--- config.mk ---
export PLATFORM = sky130hd
export DESIGN_NAME = gpr_file
export DESIGN_NICKNAME = d
export VERILOG_FILES = /design/src/rtl/gpr_pkg.sv /design/src/rtl/gpr_read_port.sv /design/src/rtl/gpr_file.sv
export SDC_FILE = /design/constraint.sdc
export NUM_CORES = 1
export LEC_CHECK = 0
export BUFFER_PORTS_ARGS = -buffer_cell sky130_fd_sc_hd__buf_2
export CORE_UTILIZATION = 40
export DETAILED_ROUTE_END_ITERATION = 8
export PLACE_DENSITY = 0.69
export REMOVE_ABC_BUFFERS = 1
export SYNTH_ARGS = -nofsm -noshare
export SYNTH_HDL_FRONTEND = slang
export SYNTH_SLANG_ARGS = --single-unit
--- constraint.sdc ---
create_clock -name Clock -period 2.3 [get_ports Clock]
set_input_delay 0.345 -clock Clock [delete_from_list [all_inputs] [get_ports Clock]]
set_output_delay 0.345 -clock Clock [all_outputs]
set_load 0.1 [all_outputs]
--- src/rtl/gpr_pkg.sv ---
// gpr_pkg: shared types and defaults for the general-purpose register file.
//   gpr_state_t        : sequencer state (CLEAR walks the array, READY serves requests)
//   DEFAULT_DATA_WIDTH : bits per register
//   DEFAULT_ADDR_WIDTH : address bits, depth is 1 << ADDR_WIDTH
package gpr_pkg;

    typedef enum logic [0:0] {
        CLEAR = 1'b0,
        READY = 1'b1
    } gpr_state_t;

    localparam int DEFAULT_DATA_WIDTH = 16;
    localparam int DEFAULT_ADDR_WIDTH = 3;

endpackage

--- src/rtl/gpr_read_port.sv ---
// gpr_read_port: one synchronous read port of the register file.
// Registers the selected word one cycle after a request, with bypass of a
// same-cycle write to the same address.
// Optional feature macro: GPR_ZERO_REG_EN (address 0 always reads as zero).
// Ports:
//   Clock    in  rising-edge clock
//   nReset   in  synchronous active-low reset
//   Enable   in  file is in READY; requests are ignored otherwise
//   Read     in  read request
//   Addr     in  read address
//   MemData  in  current array word at Addr
//   Write    in  write request on the shared write port
//   AddrW    in  write address
//   DataIn   in  write data
//   DataOut  out registered read data (holds when not reading)
//   Valid    out DataOut was updated at the last edge
module gpr_read_port
    import gpr_pkg::*;
#(
    parameter int DATA_WIDTH = DEFAULT_DATA_WIDTH,
    parameter int ADDR_WIDTH = DEFAULT_ADDR_WIDTH
) (
    input  logic                  Clock,
    input  logic                  nReset,
    input  logic                  Enable,
    input  logic                  Read,
    input  logic [ADDR_WIDTH-1:0] Addr,
    input  logic [DATA_WIDTH-1:0] MemData,
    input  logic                  Write,
    input  logic [ADDR_WIDTH-1:0] AddrW,
    input  logic [DATA_WIDTH-1:0] DataIn,
    output logic [DATA_WIDTH-1:0] DataOut,
    output logic                  Valid
);

    logic [DATA_WIDTH-1:0] data_q, data_d;
    logic                  valid_q, valid_d;
    logic                  accept;

    assign accept = Enable && Read;

    always_comb begin
        data_d  = data_q;
        valid_d = 1'b0;
        if (accept) begin
            valid_d = 1'b1;
            // A write landing this cycle must be visible to the reader.
            if (Write && (AddrW == Addr)) begin
                data_d = DataIn;
            end else begin
                data_d = MemData;
            end
`ifdef GPR_ZERO_REG_EN
            // Zero register wins over the bypass path as well.
            if (Addr == '0) begin
                data_d = '0;
            end
`endif
        end
    end

    always_ff @(posedge Clock) begin
        if (!nReset) begin
            data_q  <= '0;
            valid_q <= 1'b0;
        end else begin
            data_q  <= data_d;
            valid_q <= valid_d;
        end
    end

    assign DataOut = data_q;
    assign Valid   = valid_q;

endmodule

--- src/rtl/gpr_file.sv ---
// gpr_file: parametrised register file, two synchronous read ports and one
// write port, with a post-reset clear sequencer.
// Optional feature macro: GPR_ZERO_REG_EN (register 0 hardwired to zero).
// Ports:
//   Clock, nReset             clock and synchronous active-low reset
//   ReadA/AddrA/DataOutA/ValidA  read port A
//   ReadB/AddrB/DataOutB/ValidB  read port B
//   Write/AddrW/DataIn        write port
//   Ready                     clear sequence finished, requests accepted
//
// state | meaning
// CLEAR | zero one entry per cycle via clear_ptr, requests ignored
// READY | array initialised, reads and writes served
module gpr_file
    import gpr_pkg::*;
#(
    parameter int DATA_WIDTH = DEFAULT_DATA_WIDTH,
    parameter int ADDR_WIDTH = DEFAULT_ADDR_WIDTH
) (
    input  logic                  Clock,
    input  logic                  nReset,
    input  logic                  ReadA,
    input  logic [ADDR_WIDTH-1:0] AddrA,
    output logic [DATA_WIDTH-1:0] DataOutA,
    output logic                  ValidA,
    input  logic                  ReadB,
    input  logic [ADDR_WIDTH-1:0] AddrB,
    output logic [DATA_WIDTH-1:0] DataOutB,
    output logic                  ValidB,
    input  logic                  Write,
    input  logic [ADDR_WIDTH-1:0] AddrW,
    input  logic [DATA_WIDTH-1:0] DataIn,
    output logic                  Ready
);

    localparam int DEPTH = 1 << ADDR_WIDTH;

    logic [DATA_WIDTH-1:0] mem [DEPTH];

    gpr_state_t            state_q, state_d;
    logic [ADDR_WIDTH-1:0] clear_ptr_q, clear_ptr_d;
    logic                  ready_q, ready_d;
    logic                  in_ready;
    logic                  write_en;

    assign in_ready = (state_q == READY);

`ifdef GPR_ZERO_REG_EN
    assign write_en = in_ready && Write && (AddrW != '0);
`else
    assign write_en = in_ready && Write;
`endif

    always_comb begin
        state_d     = state_q;
        clear_ptr_d = clear_ptr_q;
        ready_d     = ready_q;
        if (state_q == CLEAR) begin
            clear_ptr_d = clear_ptr_q + 1'b1;
            if (clear_ptr_q == {ADDR_WIDTH{1'b1}}) begin
                state_d = READY;
                ready_d = 1'b1;
            end
        end
    end

    always_ff @(posedge Clock) begin
        if (!nReset) begin
            state_q     <= CLEAR;
            clear_ptr_q <= '0;
            ready_q     <= 1'b0;
        end else begin
            state_q     <= state_d;
            clear_ptr_q <= clear_ptr_d;
            ready_q     <= ready_d;
        end
    end

    // Storage has no reset: contents only change through the clear walk or
    // an accepted write, and are left alone while nReset is low.
    always_ff @(posedge Clock) begin
        if (nReset) begin
            if (state_q == CLEAR) begin
                mem[clear_ptr_q] <= '0;
            end else if (write_en) begin
                mem[AddrW] <= DataIn;
            end
        end
    end

    gpr_read_port #(
        .DATA_WIDTH(DATA_WIDTH),
        .ADDR_WIDTH(ADDR_WIDTH)
    ) u_port_a (
        .Clock   (Clock),
        .nReset  (nReset),
        .Enable  (in_ready),
        .Read    (ReadA),
        .Addr    (AddrA),
        .MemData (mem[AddrA]),
        .Write   (Write),
        .AddrW   (AddrW),
        .DataIn  (DataIn),
        .DataOut (DataOutA),
        .Valid   (ValidA)
    );

    gpr_read_port #(
        .DATA_WIDTH(DATA_WIDTH),
        .ADDR_WIDTH(ADDR_WIDTH)
    ) u_port_b (
        .Clock   (Clock),
        .nReset  (nReset),
        .Enable  (in_ready),
        .Read    (ReadB),
        .Addr    (AddrB),
        .MemData (mem[AddrB]),
        .Write   (Write),
        .AddrW   (AddrW),
        .DataIn  (DataIn),
        .DataOut (DataOutB),
        .Valid   (ValidB)
    );

    assign Ready = ready_q;

endmodule

==> run metrics <==
area fraction in and, or, nand and nor cells after synthesis=7.68%; filler-free cell count of the finished design=878; count of unique library cells instantiated by Yosys=49; share of synthesized cell area in full adder, half adder and majority cells=0.319%; Post-CTS Setup Inserts=0; number of nets at the end of the flow=637; number of global-route vias before repair=5403; Root Buffer Master=sky130_fd_sc_hd__clkbuf_16; max-cap check violation count=0; via count=5128; later-pin clock latency in the skew report=430 ps; Critical Path Start Type=flip-flop; fraction of registers with async set or reset after synthesis=0%; proportion of power drawn by combinational gates=9.2%; core region area=19000 µm²; Syn. warnings=0; relative slew slack=42.4%; switching fraction of total power=24.1%; Pre-antenna DRT Iters=5; largest area contributor in the synthesized netlist=sky130_fd_sc_hd__edfxtp_1; share of the synthesized area in the top cell type=49.0%; fraction of the yosys area taken by sequential cells=58.9%; most frequent cells in the layout=128 x sky130_fd_sc_hd__edfxtp_1, 64 x sky130_fd_sc_hd__mux4_2, 64 x sky130_fd_sc_hd__buf_2; slowest stage cell, crit path=sky130_fd_sc_hd__o31ai_4; level count of the clock H-tree=4; remaining routing DRC violations=0; max-slew violation total from the final report=0; count of endpoints failing hold in the final timing report=0; cell count after synthesis=511; Die X=142 µm; leading cell types by total area after synthesis=sky130_fd_sc_hd__edfxtp_1 49%, sky130_fd_sc_hd__mux4_2 18%, sky130_fd_sc_hd__dfxtp_1 9.9%; Arr. time, crit path=2500 ps; CTS tree=done; most common cell after layout, fill and taps aside=sky130_fd_sc_hd__edfxtp_1; ant diodes=0; Design Area, Final=9350 µm²; top-level I/O count=65; required time reported for the critical path endpoint=2570 ps; Mapped Area=7850 µm²; Largest delay share family, worst path=compound AO/OA/AOI/OAI gates; count of standard-cell rows=50; clock slew at the register clock pins of the worst setup and hold paths=70 ps; growth of design area from synthesis to finish=19.1%; dominant combinational cell family by area after synthesis=multiplexers; depth of the worst register-to-register path=5; Clock power frac=41.1%; Placed Area=8780 µm²; count of cell instances traversed by the critical path=5; I/O Buffers=64; type of the setup path with the least slack=flip-flop to flip-flop; kind of capture point of the worst setup path=flip-flop; total internal power=5.09 mW; total of flip-flops plus latches after synthesis=167; half-perimeter wire length after detailed placement=14000 µm; number of buffer and inverter stages on the critical path=0; GP Congestion=0.932; number of cells in the design after placement=846; deepest clock path buffer count=2; worst min-delay path category=input pin to flip-flop; max incr delay on CP=710 ps; average footprint of a synthesized cell=15.4 µm²; hold buffer count at CTS=0; routed wire length=20600 µm; initial antenna violation count=0; Synth Area in Compound Gates=6.36%; routed via count divided by cell count=5.84; total leakage power=3.15 nW; total congestion overflow=0; final critical-path required period=2230 ps; clock sink count=167; number of clock buffers inserted by TritonCTS=17; setup repair after global routing missed its margin=false; maximum number of pins on one net before global-route repair=35; WL/cell=23.5 µm; DIE AREA=20200 µm²; cell chain of the critical path=and3_4, mux2i_4, xnor2_2, o31ai_4, o211ai_1; Max Freq=449 MHz; power density over the cells=718 nW/µm²; overall track demand over capacity in global routing=21.7%; run status=completed; peak supply drop=0.447 mV; post-route antenna net violation count=0; number of instances resized during post-cts repair=0; multiplexer fraction of the synthesized cell area=23.1%; initial detailed-routing violation count=393; setup violators final=0; Worst Skew=6.77 ps; sequential share of power=49.7%; peak fanout along the critical path=15; xor and xnor area share after synthesis=0.765%; measured slew at the worst slew-check pin=864 ps; Min-Delay Path Depth=3; share of the cycle needed by the critical path after routing=96.8%; wire length of the first global-routing pass=31600 µm; primary flip-flop cell chosen by synthesis mapping=sky130_fd_sc_hd__edfxtp_1; starting density of the core=41.4%; die extent in y=142 µm; share of layout cells above drive strength 1=36.1%; P_sw=1.62 mW; number of synthesized flops with an enable pin=128
metrics by stage:
stage | total power, mW | util, % | setup TNS, ps | setup WS (ps) | hold WS, ps
2_1_floorplan | 3.71 | - | -1590 | -56.6 | 462
3_3_place_gp | 4.00 | 46.3 | 0 | 87.3 | 441
3_5_place_dp | 4.02 | 46.3 | 0 | 6.70 | 442
4_1_cts | 6.75 | 49.3 | 0 | 109 | 207
5_1_grt | 6.90 | 49.3 | 0 | 32.4 | 234
6_report | 6.71 | 49.3 | 0 | 73.4 | 218
path summary, 6_finish.rpt:
| kind | start | end | slack [ps] |
|---|---|---|---|
| worst max-delay path | in_ready | u_port_a.DataOut[7] | 70 |
| worst min-delay path | ReadA | u_port_a.Valid | 220 |
| worst max register to register | in_ready | u_port_a.DataOut[7] | 70 |
| worst min register to register | u_port_a.DataOut[11] | u_port_a.DataOut[11] | 450 |
layout make-up:
class	instances	area (µm²)
Clock inverter	14	143
Timing Repair Buffer	113	776
Multi-Input combinational cell	293	3000
Fill cell	1599	9610
Tap cell	260	325
Clock buffer	18	429
Sequential cell	167	4620
Inverter	13	48.8
worst min-delay path, cell delays in order:
cell and delay (ps):
sky130_fd_sc_hd__buf_2 90, sky130_fd_sc_hd__nand3_1 110, sky130_fd_sc_hd__clkinv_1 70
routing by layer:
layer  part of all wire, %  routed length (µm)  GRT usage, %
met1                    38                7870          25.4
met3                   6.2                1290          5.08
met4                   2.7                 547          9.51
met5                     0                   0             0
met2                    53               10900          37.9
Yosys cell counts (2+ instances only):
cell type	number
sky130_fd_sc_hd__and2_1	7
sky130_fd_sc_hd__buf_1	3
sky130_fd_sc_hd__a21boi_1	2
sky130_fd_sc_hd__nand2_1	58
sky130_fd_sc_hd__o211ai_1	36
sky130_fd_sc_hd__buf_2	14
sky130_fd_sc_hd__edfxtp_1	128
sky130_fd_sc_hd__nand3_1	3
sky130_fd_sc_hd__a21boi_0	2
sky130_fd_sc_hd__o21a_1	3
sky130_fd_sc_hd__and3_1	5
sky130_fd_sc_hd__a31oi_1	4
sky130_fd_sc_hd__mux2_2	9
sky130_fd_sc_hd__xor2_1	4
sky130_fd_sc_hd__mux4_2	64
sky130_fd_sc_hd__o21ai_0	5
sky130_fd_sc_hd__nor2_1	11
sky130_fd_sc_hd__nor2b_1	6
sky130_fd_sc_hd__mux2i_1	25
sky130_fd_sc_hd__nor3_1	4
sky130_fd_sc_hd__clkbuf_1	19
sky130_fd_sc_hd__dfxtp_1	39
sky130_fd_sc_hd__ha_1	2
sky130_fd_sc_hd__buf_6	2
sky130_fd_sc_hd__or4_1	13
sky130_fd_sc_hd__o221ai_1	2
sky130_fd_sc_hd__nand4_1	8
sky130_fd_sc_hd__inv_1	12
power groups by stage:
stage / registers, mW / clock network [mW] / logic (mW)
final: 3.34 / 2.76 / 0.614
after global routing: 3.35 / 2.91 / 0.648
after CTS: 3.34 / 2.80 / 0.613
after detailed placement: 3.41 / 0 / 0.612
after global placement: 3.40 / 0 / 0.601
after floorplan: 3.41 / 0 / 0.303
registers in the layout, summed over array words and instances, names as in the netlist:
register          flops
Ready                 1
clear_ptr_q           3
in_ready              1
mem                 128
u_port_a.DataOut     16
u_port_a.Valid        1
u_port_b.DataOut     16
u_port_b.Valid        1
logic make-up (layout without fill, tap and decap cells):
| group | count (synthesis) | count (layout) |
|---|---|---|
| AO/OA/AOI/OAI | 65 | 65 |
| XOR/XNOR | 6 | 6 |
| adder cells (fa/ha/maj) | 2 | 2 |
| buffers and inverters | 51 | 158 |
| flip-flops | 167 | 167 |
| multiplexers | 99 | 99 |
| AND/OR/NAND/NOR | 121 | 121 |
(Power assumes the default switching activity.)
